$ cat config.mk
export PLATFORM = sky130hd
export DESIGN_NAME = text_buffer_ctrl_flat
export DESIGN_NICKNAME = d
export VERILOG_FILES = /design/src/rtl/text_buffer_ctrl_pkg.sv /design/src/rtl/text_buffer_ctrl_if.sv /design/src/rtl/text_buffer_ctrl_ram.sv /design/src/rtl/text_buffer_ctrl.sv /design/src/flat_wrapper.sv
export SDC_FILE = /design/constraint.sdc
export NUM_CORES = 1
export LEC_CHECK = 0
export BUFFER_PORTS_ARGS = -buffer_cell sky130_fd_sc_hd__buf_4
export CORE_ASPECT_RATIO = 0.9
export CORE_MARGIN = 3
export CORE_UTILIZATION = 25
export CTS_BUF_LIST = sky130_fd_sc_hd__clkbuf_4 sky130_fd_sc_hd__clkbuf_8 sky130_fd_sc_hd__clkbuf_16
export DETAILED_ROUTE_END_ITERATION = 12
export PLACE_DENSITY = 0.41
export SLEW_MARGIN = 20
export SYNTH_ARGS = -nofsm -noshare
export SYNTH_HDL_FRONTEND = slang
export SYNTH_SLANG_ARGS = --single-unit
$ cat constraint.sdc
create_clock -name clk -period 4 [get_ports clk]
set_clock_uncertainty 0.05 [all_clocks]
set_input_delay 0.6 -clock clk [delete_from_list [all_inputs] [get_ports clk]]
set_output_delay 0.6 -clock clk [all_outputs]
set_load 0.02 [all_outputs]
$ cat src/rtl/text_buffer_ctrl_pkg.sv
// Shared constants and FSM state type for the Morse text-line buffer.
// Geometry is cell-based: CHAR_W x CHAR_H pixels per character cell.
package text_buffer_ctrl_pkg;

  localparam int DEPTH   = 32;
  localparam int X_START = 192;
  localparam int Y_TOP   = 208;
  localparam int CHAR_W  = 8;
  localparam int CHAR_H  = 16;

  localparam int CODE_W  = 6;
  localparam int CNT_W   = 6;
  localparam int COORD_W = 10;
  localparam int ROW_W   = 4;
  localparam int COL_W   = 3;

  typedef enum logic {
    IDLE  = 1'b0,
    CLEAR = 1'b1
  } state_t;

endpackage

$ cat src/rtl/text_buffer_ctrl_if.sv
// Letter handshake, edit pulses and pixel/glyph signals of the text-line buffer.
// The master drives letters, edits and pixel coordinates; the slave is the buffer.
interface text_buffer_ctrl_if;
  import text_buffer_ctrl_pkg::*;

  logic               letter_valid;
  logic [CODE_W-1:0]  letter_num;
  logic               letter_ready;
  logic               backspace;
  logic               clear;
  logic               video_on;
  logic [COORD_W-1:0] x;
  logic [COORD_W-1:0] y;
  logic [CODE_W-1:0]  rom_letter;
  logic [ROW_W-1:0]   rom_row;
  logic [COL_W-1:0]   rom_col;
  logic               pix_active;
  logic [CNT_W-1:0]   count;
  logic               full;
  logic               busy;

  modport master (
    output letter_valid, letter_num, backspace, clear, video_on, x, y,
    input  letter_ready, rom_letter, rom_row, rom_col, pix_active, count, full, busy
  );

  modport slave (
    input  letter_valid, letter_num, backspace, clear, video_on, x, y,
    output letter_ready, rom_letter, rom_row, rom_col, pix_active, count, full, busy
  );

endinterface

$ cat src/rtl/text_buffer_ctrl_ram.sv
// Character storage for one text line: one synchronous write port, one
// asynchronous read port. Contents are deliberately not reset.
module text_line_ram #(
  parameter int DEPTH = text_buffer_ctrl_pkg::DEPTH,
  parameter int WIDTH = text_buffer_ctrl_pkg::CODE_W,
  parameter int AW    = $clog2(DEPTH)
) (
  input  logic             clk,
  input  logic             we,
  input  logic [AW-1:0]    waddr,
  input  logic [WIDTH-1:0] wdata,
  input  logic [AW-1:0]    raddr,
  output logic [WIDTH-1:0] rdata
);

  logic [WIDTH-1:0] mem [DEPTH];

  always_ff @(posedge clk) begin
    if (we) begin
      mem[waddr] <= wdata;
    end
  end

  assign rdata = mem[raddr];

endmodule

$ cat src/rtl/text_buffer_ctrl.sv
// Text-line buffer: accepts decoded Morse letters, supports backspace and a
// sweeping clear, and serves glyph codes to the VGA path with one cycle latency.
module text_buffer_ctrl #(
  parameter int DEPTH   = text_buffer_ctrl_pkg::DEPTH,
  parameter int X_START = text_buffer_ctrl_pkg::X_START,
  parameter int Y_TOP   = text_buffer_ctrl_pkg::Y_TOP
) (
  input  logic              clk,
  input  logic              reset,
  text_buffer_ctrl_if.slave bus
);
  import text_buffer_ctrl_pkg::*;

  localparam int AW = $clog2(DEPTH);

  state_t             state_q, state_d;
  logic [CNT_W-1:0]   count_q, count_d;
  logic [AW-1:0]      clr_idx_q, clr_idx_d;

  logic               we;
  logic [AW-1:0]      waddr;
  logic [CODE_W-1:0]  wdata;
  logic [AW-1:0]      raddr;
  logic [CODE_W-1:0]  rdata;

  logic               full;
  logic               ready;
  logic               accept;

  logic [10:0]        x_ext;
  logic [10:0]        y_ext;
  logic [10:0]        x_off;
  logic               hit;

  logic [CODE_W-1:0]  rom_letter_q, rom_letter_d;
  logic [ROW_W-1:0]   rom_row_q, rom_row_d;
  logic [COL_W-1:0]   rom_col_q, rom_col_d;
  logic               pix_active_q, pix_active_d;

  assign full   = (count_q == CNT_W'(DEPTH));
  assign ready  = !reset && (state_q == IDLE) && !full && !bus.clear && !bus.backspace;
  assign accept = bus.letter_valid && ready;

  // Edit priority in IDLE is clear, then backspace, then letter accept.
  always_comb begin
    state_d   = state_q;
    count_d   = count_q;
    clr_idx_d = clr_idx_q;
    we        = 1'b0;
    waddr     = count_q[AW-1:0];
    wdata     = bus.letter_num;
    case (state_q)
      IDLE: begin
        if (bus.clear) begin
          state_d   = CLEAR;
          clr_idx_d = '0;
          count_d   = '0;
        end else if (bus.backspace) begin
          if (count_q != '0) begin
            count_d = count_q - CNT_W'(1);
          end
        end else if (accept) begin
          we      = 1'b1;
          count_d = count_q + CNT_W'(1);
        end
      end
      CLEAR: begin
        we    = 1'b1;
        waddr = clr_idx_q;
        wdata = '0;
        if (bus.clear) begin
          clr_idx_d = '0;
        end else if (clr_idx_q == AW'(DEPTH - 1)) begin
          state_d = IDLE;
        end else begin
          clr_idx_d = clr_idx_q + AW'(1);
        end
      end
      default: state_d = IDLE;
    endcase
  end

  always_ff @(posedge clk or posedge reset) begin
    if (reset) begin
      state_q   <= IDLE;
      count_q   <= '0;
      clr_idx_q <= '0;
    end else begin
      state_q   <= state_d;
      count_q   <= count_d;
      clr_idx_q <= clr_idx_d;
    end
  end

  text_line_ram #(
    .DEPTH (DEPTH),
    .WIDTH (CODE_W),
    .AW    (AW)
  ) u_ram (
    .clk   (clk),
    .we    (we),
    .waddr (waddr),
    .wdata (wdata),
    .raddr (raddr),
    .rdata (rdata)
  );

  // Left of X_START the offset wraps far above 8*count, so one compare covers both edges.
  assign x_ext = {1'b0, bus.x};
  assign y_ext = {1'b0, bus.y};
  assign x_off = x_ext - 11'(X_START);
  assign raddr = x_off[AW+2:3];
  assign hit   = bus.video_on && (state_q == IDLE)
                 && (y_ext >= 11'(Y_TOP)) && (y_ext < 11'(Y_TOP + CHAR_H))
                 && (x_off < {2'b00, count_q, 3'b000});

  always_comb begin
    rom_letter_d = hit ? rdata : '0;
    rom_row_d    = bus.y[ROW_W-1:0];
    rom_col_d    = bus.x[COL_W-1:0];
    pix_active_d = hit;
  end

  always_ff @(posedge clk or posedge reset) begin
    if (reset) begin
      rom_letter_q <= '0;
      rom_row_q    <= '0;
      rom_col_q    <= '0;
      pix_active_q <= 1'b0;
    end else begin
      rom_letter_q <= rom_letter_d;
      rom_row_q    <= rom_row_d;
      rom_col_q    <= rom_col_d;
      pix_active_q <= pix_active_d;
    end
  end

  assign bus.letter_ready = ready;
  assign bus.count        = count_q;
  assign bus.full         = full;
  assign bus.busy         = (state_q == CLEAR);
  assign bus.rom_letter   = rom_letter_q;
  assign bus.rom_row      = rom_row_q;
  assign bus.rom_col      = rom_col_q;
  assign bus.pix_active   = pix_active_q;

endmodule

$ cat src/flat_wrapper.sv
// flat-port wrapper written by rule: the top's interface ports become plain ports
module text_buffer_ctrl_flat import text_buffer_ctrl_pkg::*;
#(
  parameter int DEPTH   = text_buffer_ctrl_pkg::DEPTH,
  parameter int X_START = text_buffer_ctrl_pkg::X_START,
  parameter int Y_TOP   = text_buffer_ctrl_pkg::Y_TOP
)
  (clk, reset, bus_letter_valid, bus_letter_num, bus_backspace, bus_clear, bus_video_on, bus_x, bus_y, bus_letter_ready, bus_rom_letter, bus_rom_row, bus_rom_col, bus_pix_active, bus_count, bus_full, bus_busy);
  text_buffer_ctrl_if bus_i ();
  input  logic clk;
  input  logic reset;
  input wire logic [$bits(bus_i.letter_valid)-1:0] bus_letter_valid;
  input wire logic [$bits(bus_i.letter_num)-1:0] bus_letter_num;
  input wire logic [$bits(bus_i.backspace)-1:0] bus_backspace;
  input wire logic [$bits(bus_i.clear)-1:0] bus_clear;
  input wire logic [$bits(bus_i.video_on)-1:0] bus_video_on;
  input wire logic [$bits(bus_i.x)-1:0] bus_x;
  input wire logic [$bits(bus_i.y)-1:0] bus_y;
  output wire logic [$bits(bus_i.letter_ready)-1:0] bus_letter_ready;
  output wire logic [$bits(bus_i.rom_letter)-1:0] bus_rom_letter;
  output wire logic [$bits(bus_i.rom_row)-1:0] bus_rom_row;
  output wire logic [$bits(bus_i.rom_col)-1:0] bus_rom_col;
  output wire logic [$bits(bus_i.pix_active)-1:0] bus_pix_active;
  output wire logic [$bits(bus_i.count)-1:0] bus_count;
  output wire logic [$bits(bus_i.full)-1:0] bus_full;
  output wire logic [$bits(bus_i.busy)-1:0] bus_busy;
  assign bus_i.letter_valid = bus_letter_valid;
  assign bus_i.letter_num = bus_letter_num;
  assign bus_i.backspace = bus_backspace;
  assign bus_i.clear = bus_clear;
  assign bus_i.video_on = bus_video_on;
  assign bus_i.x = bus_x;
  assign bus_i.y = bus_y;
  assign bus_letter_ready = bus_i.letter_ready;
  assign bus_rom_letter = bus_i.rom_letter;
  assign bus_rom_row = bus_i.rom_row;
  assign bus_rom_col = bus_i.rom_col;
  assign bus_pix_active = bus_i.pix_active;
  assign bus_count = bus_i.count;
  assign bus_full = bus_i.full;
  assign bus_busy = bus_i.busy;
  text_buffer_ctrl #(.DEPTH(DEPTH), .X_START(X_START), .Y_TOP(Y_TOP)) u_core (.clk(clk), .reset(reset), .bus(bus_i));
endmodule
==> impl_metrics.json <==
{
  "outcome": "completed",
  "critPathArrivalTime_ns": 3.14,
  "final_common_cell": "edfxtp_1",
  "switching_share": 0.226,
  "nFillCells": 3492,
  "drtAntennaViolNets": 0,
  "setup_violations": 0,
  "die_y_um": 186,
  "num_rows": 65,
  "post-route-period-util": 0.765,
  "maxCapViolCount": 0,
  "async_flop_share": 0.119,
  "grt_pass1_wl_um": 34200,
  "grt_pass1_vias": 5180,
  "syn_area_per_cell_um2": 18.2,
  "cts_max_level": 1,
  "clockBufferDepth": 3,
  "dp_hpwl_um": 14800,
  "relSlewSlack": 0.296,
  "fmax_mhz": 327,
  "ff2ff_path_depth": 4,
  "avgViaCountPerCell": 4.65,
  "p_total_uw": 5190,
  "synth_area_mm2": 0.00899,
  "layout_common_cells": "edfxtp_1, buf_4, mux4_2",
  "drc": 0,
  "rsz0062_at_grt": "no",
  "required_ns": 4.08,
  "clk_latency_ns": 0.51,
  "critical_path_class": "flop to flop",
  "routedWlPerCell_um": 21.4,
  "synth_edf_count": 192,
  "core_area_mm2": 0.0353,
  "syn-num-nets": 540,
  "dieArea_mm2": 0.0383,
  "drt_wl_total_um": 22400,
  "yosysSeqAreaShare": 0.713,
  "post-cts-setup-buffers": 0,
  "holdBufCountCts": 0,
  "clock_sinks": 218,
  "fp.dieW_um": 206,
  "start_kind": "flop",
  "dr_total_vias": 4867,
  "io_buffers": 54,
  "seq_power_share": 0.486,
  "min_period_ns": 3.06,
  "grt.overflow.total": 0,
  "crit_path_end_kind": "flop",
  "powerDensity_mw_per_mm2": 480,
  "comb_power_share": 0.079,
  "nNetsFinal": 605,
  "hp-class": "input pin to async pin",
  "synth_seq_cells": 218,
  "first_pass_iters": 4,
  "tns_ns": 0,
  "initial_core_util": 0.255,
  "leakage_uw": 0.00368,
  "diodes": 0,
  "area_growth_syn_to_layout_pct": 20.2,
  "antenna_found_initial": 0,
  "grt_max_degree": 50,
  "ys_warn_count": 0,
  "root_buffer": "clkbuf_16",
  "syn-instance-count": 495,
  "finalWeightedCongestion": 0.777,
  "cts_tree": "built",
  "path_clk_slew_ns": 0.06,
  "ios": 55,
  "track_usage": 0.120,
  "p_int_uw": 4020,
  "p_sw_uw": 1170,
  "clock_power_share": 0.436,
  "worstPathMaxFanout": 18,
  "slew_viol_final": 0,
  "hold_viol": 0,
  "drive_gt1_frac": 0.291,
  "ir_drop_mv": 0.286,
  "synth_top_flop_cell": "edfxtp_1",
  "first_iter_violations": 326,
  "cts_resized": 0,
  "yosysUniqueCellTypes": 56,
  "worst_pin_slew_ns": 1.05,
  "numCtsBuffers": 23
}
-- per-layer routing --
| layer | up-vias | routed length (µm) | track usage |
|---|---|---|---|
| li1 | 2161 | - | - |
| met1 | 2571 | 10700 | 0.171 |
| met2 | 104 | 10300 | 0.190 |
| met3 | 31 | 972 | 0.0234 |
| met4 | 0 | 395 | 0.0271 |
| met5 | - | 0 | 0 |
-- final timing paths --
check | start | to | slack (ns)
max | u_core.bus.busy | u_core.u_ram.mem[13][0] | 0.94
min | reset | u_core.bus.pix_active | 0.12
max reg2reg | u_core.bus.busy | u_core.u_ram.mem[13][0] | 0.94
min reg2reg | u_core.clr_idx_q[2] | u_core.clr_idx_q[2] | 0.63
max in group asynchronous | reset | u_core.bus.rom_col[2] | 3.44
min in group clk | bus_y[0] | u_core.bus.rom_row[0] | 0.15
-- area by class of cell --
| class | instances | area [µm²] | share of cell area |
|---|---|---|---|
| inverters | 10 | 37.5 | 0.00347 |
| well taps | 469 | 587 | 0.0543 |
| repair buffers | 63 | 473 | 0.0437 |
| clock inverters | 17 | 211 | 0.0196 |
| multi-input cells | 244 | 2480 | 0.230 |
| flip-flops and latches | 218 | 6420 | 0.594 |
| clock buffers | 25 | 603 | 0.0558 |
-- logic make-up (layout without fill, tap and decap cells) --
family                   count (synthesis)  count (layout)  synth area share
adder cells (fa/ha/maj)                 13              13            0.0189
AO/OA/AOI/OAI                           77              77            0.0633
XOR/XNOR                                 6               6           0.00584
multiplexers                            54              54             0.127
AND/OR/NAND/NOR                         94              94            0.0544
flip-flops                             218             218             0.713
buffers and inverters                   33             115            0.0172
-- power groups by stage --
stage | Combinational (µW) | Sequential (µW) | Clock [µW]
2_1_floorplan | 256 | 2570 | 0
3_3_place_gp | 406 | 2570 | 0
6_report | 410 | 2520 | 2260
4_1_cts | 412 | 2520 | 2330
5_1_grt | 452 | 2530 | 2430
3_5_place_dp | 410 | 2570 | 0
-- critical path, stage by stage, from the launching register on --
cell and delay [ns]:
dfrtp_1 0.79, clkinv_1 0.48, nor3_1 0.35, a31oi_2 0.19, nor3_1 0.83
-- state kept, by name (all words and copies together) (netlist names) --
| register | cells |
|---|---|
| u_core.bus.rom_row | 4 |
| u_core.bus.pix_active | 1 |
| u_core.bus.count | 6 |
| u_core.bus.rom_col | 3 |
| u_core.clr_idx_q | 5 |
| u_core.bus.busy | 1 |
| u_core.bus.rom_letter | 6 |
| u_core.u_ram.mem | 192 |
-- through the flow --
| step | setup WS [ns] | hold WS (ns) | util | instances | area, µm² |
|---|---|---|---|---|---|
| 6_report | 0.938 | 0.122 | 0.306 | 1046 | 10800 |
| 5_1_grt | 0.689 | 0.122 | 0.306 | 1046 | 10800 |
| 4_1_cts | 0.803 | 0.123 | 0.306 | 1046 | 10800 |
| 3_5_place_dp | 0.537 | 0.608 | 0.283 | 1004 | 9980 |
| 3_3_place_gp | 0.548 | 0.587 | 0.283 | 1004 | 9980 |
| 2_1_floorplan | 1.40 | 0.521 | - | 495 | 8990 |
-- synth_stat cells, drive strengths merged, types with 3 or more instances --
cell | instances | area (µm²)
edfxtp | 192 | 5770
mux4 | 48 | 1080
nor2 | 31 | 116
dfrtp | 26 | 651
a22oi | 24 | 180
nor3 | 23 | 115
clkbuf | 12 | 45.0
ha | 12 | 150
buf | 11 | 72.6
a21oi | 10 | 50.1
inv | 9 | 33.8
nor2b | 9 | 56.3
o21a | 7 | 52.6
a21boi | 6 | 45.0
nand2 | 6 | 22.5
o21ai | 6 | 30.0
mux2i | 5 | 50.1
nor3b | 5 | 37.5
a211oi | 4 | 35.0
a31oi | 4 | 25.0
xor2 | 4 | 35.0
and3 | 3 | 18.8
nand2b | 3 | 18.8
(Power assumes the default switching activity.)
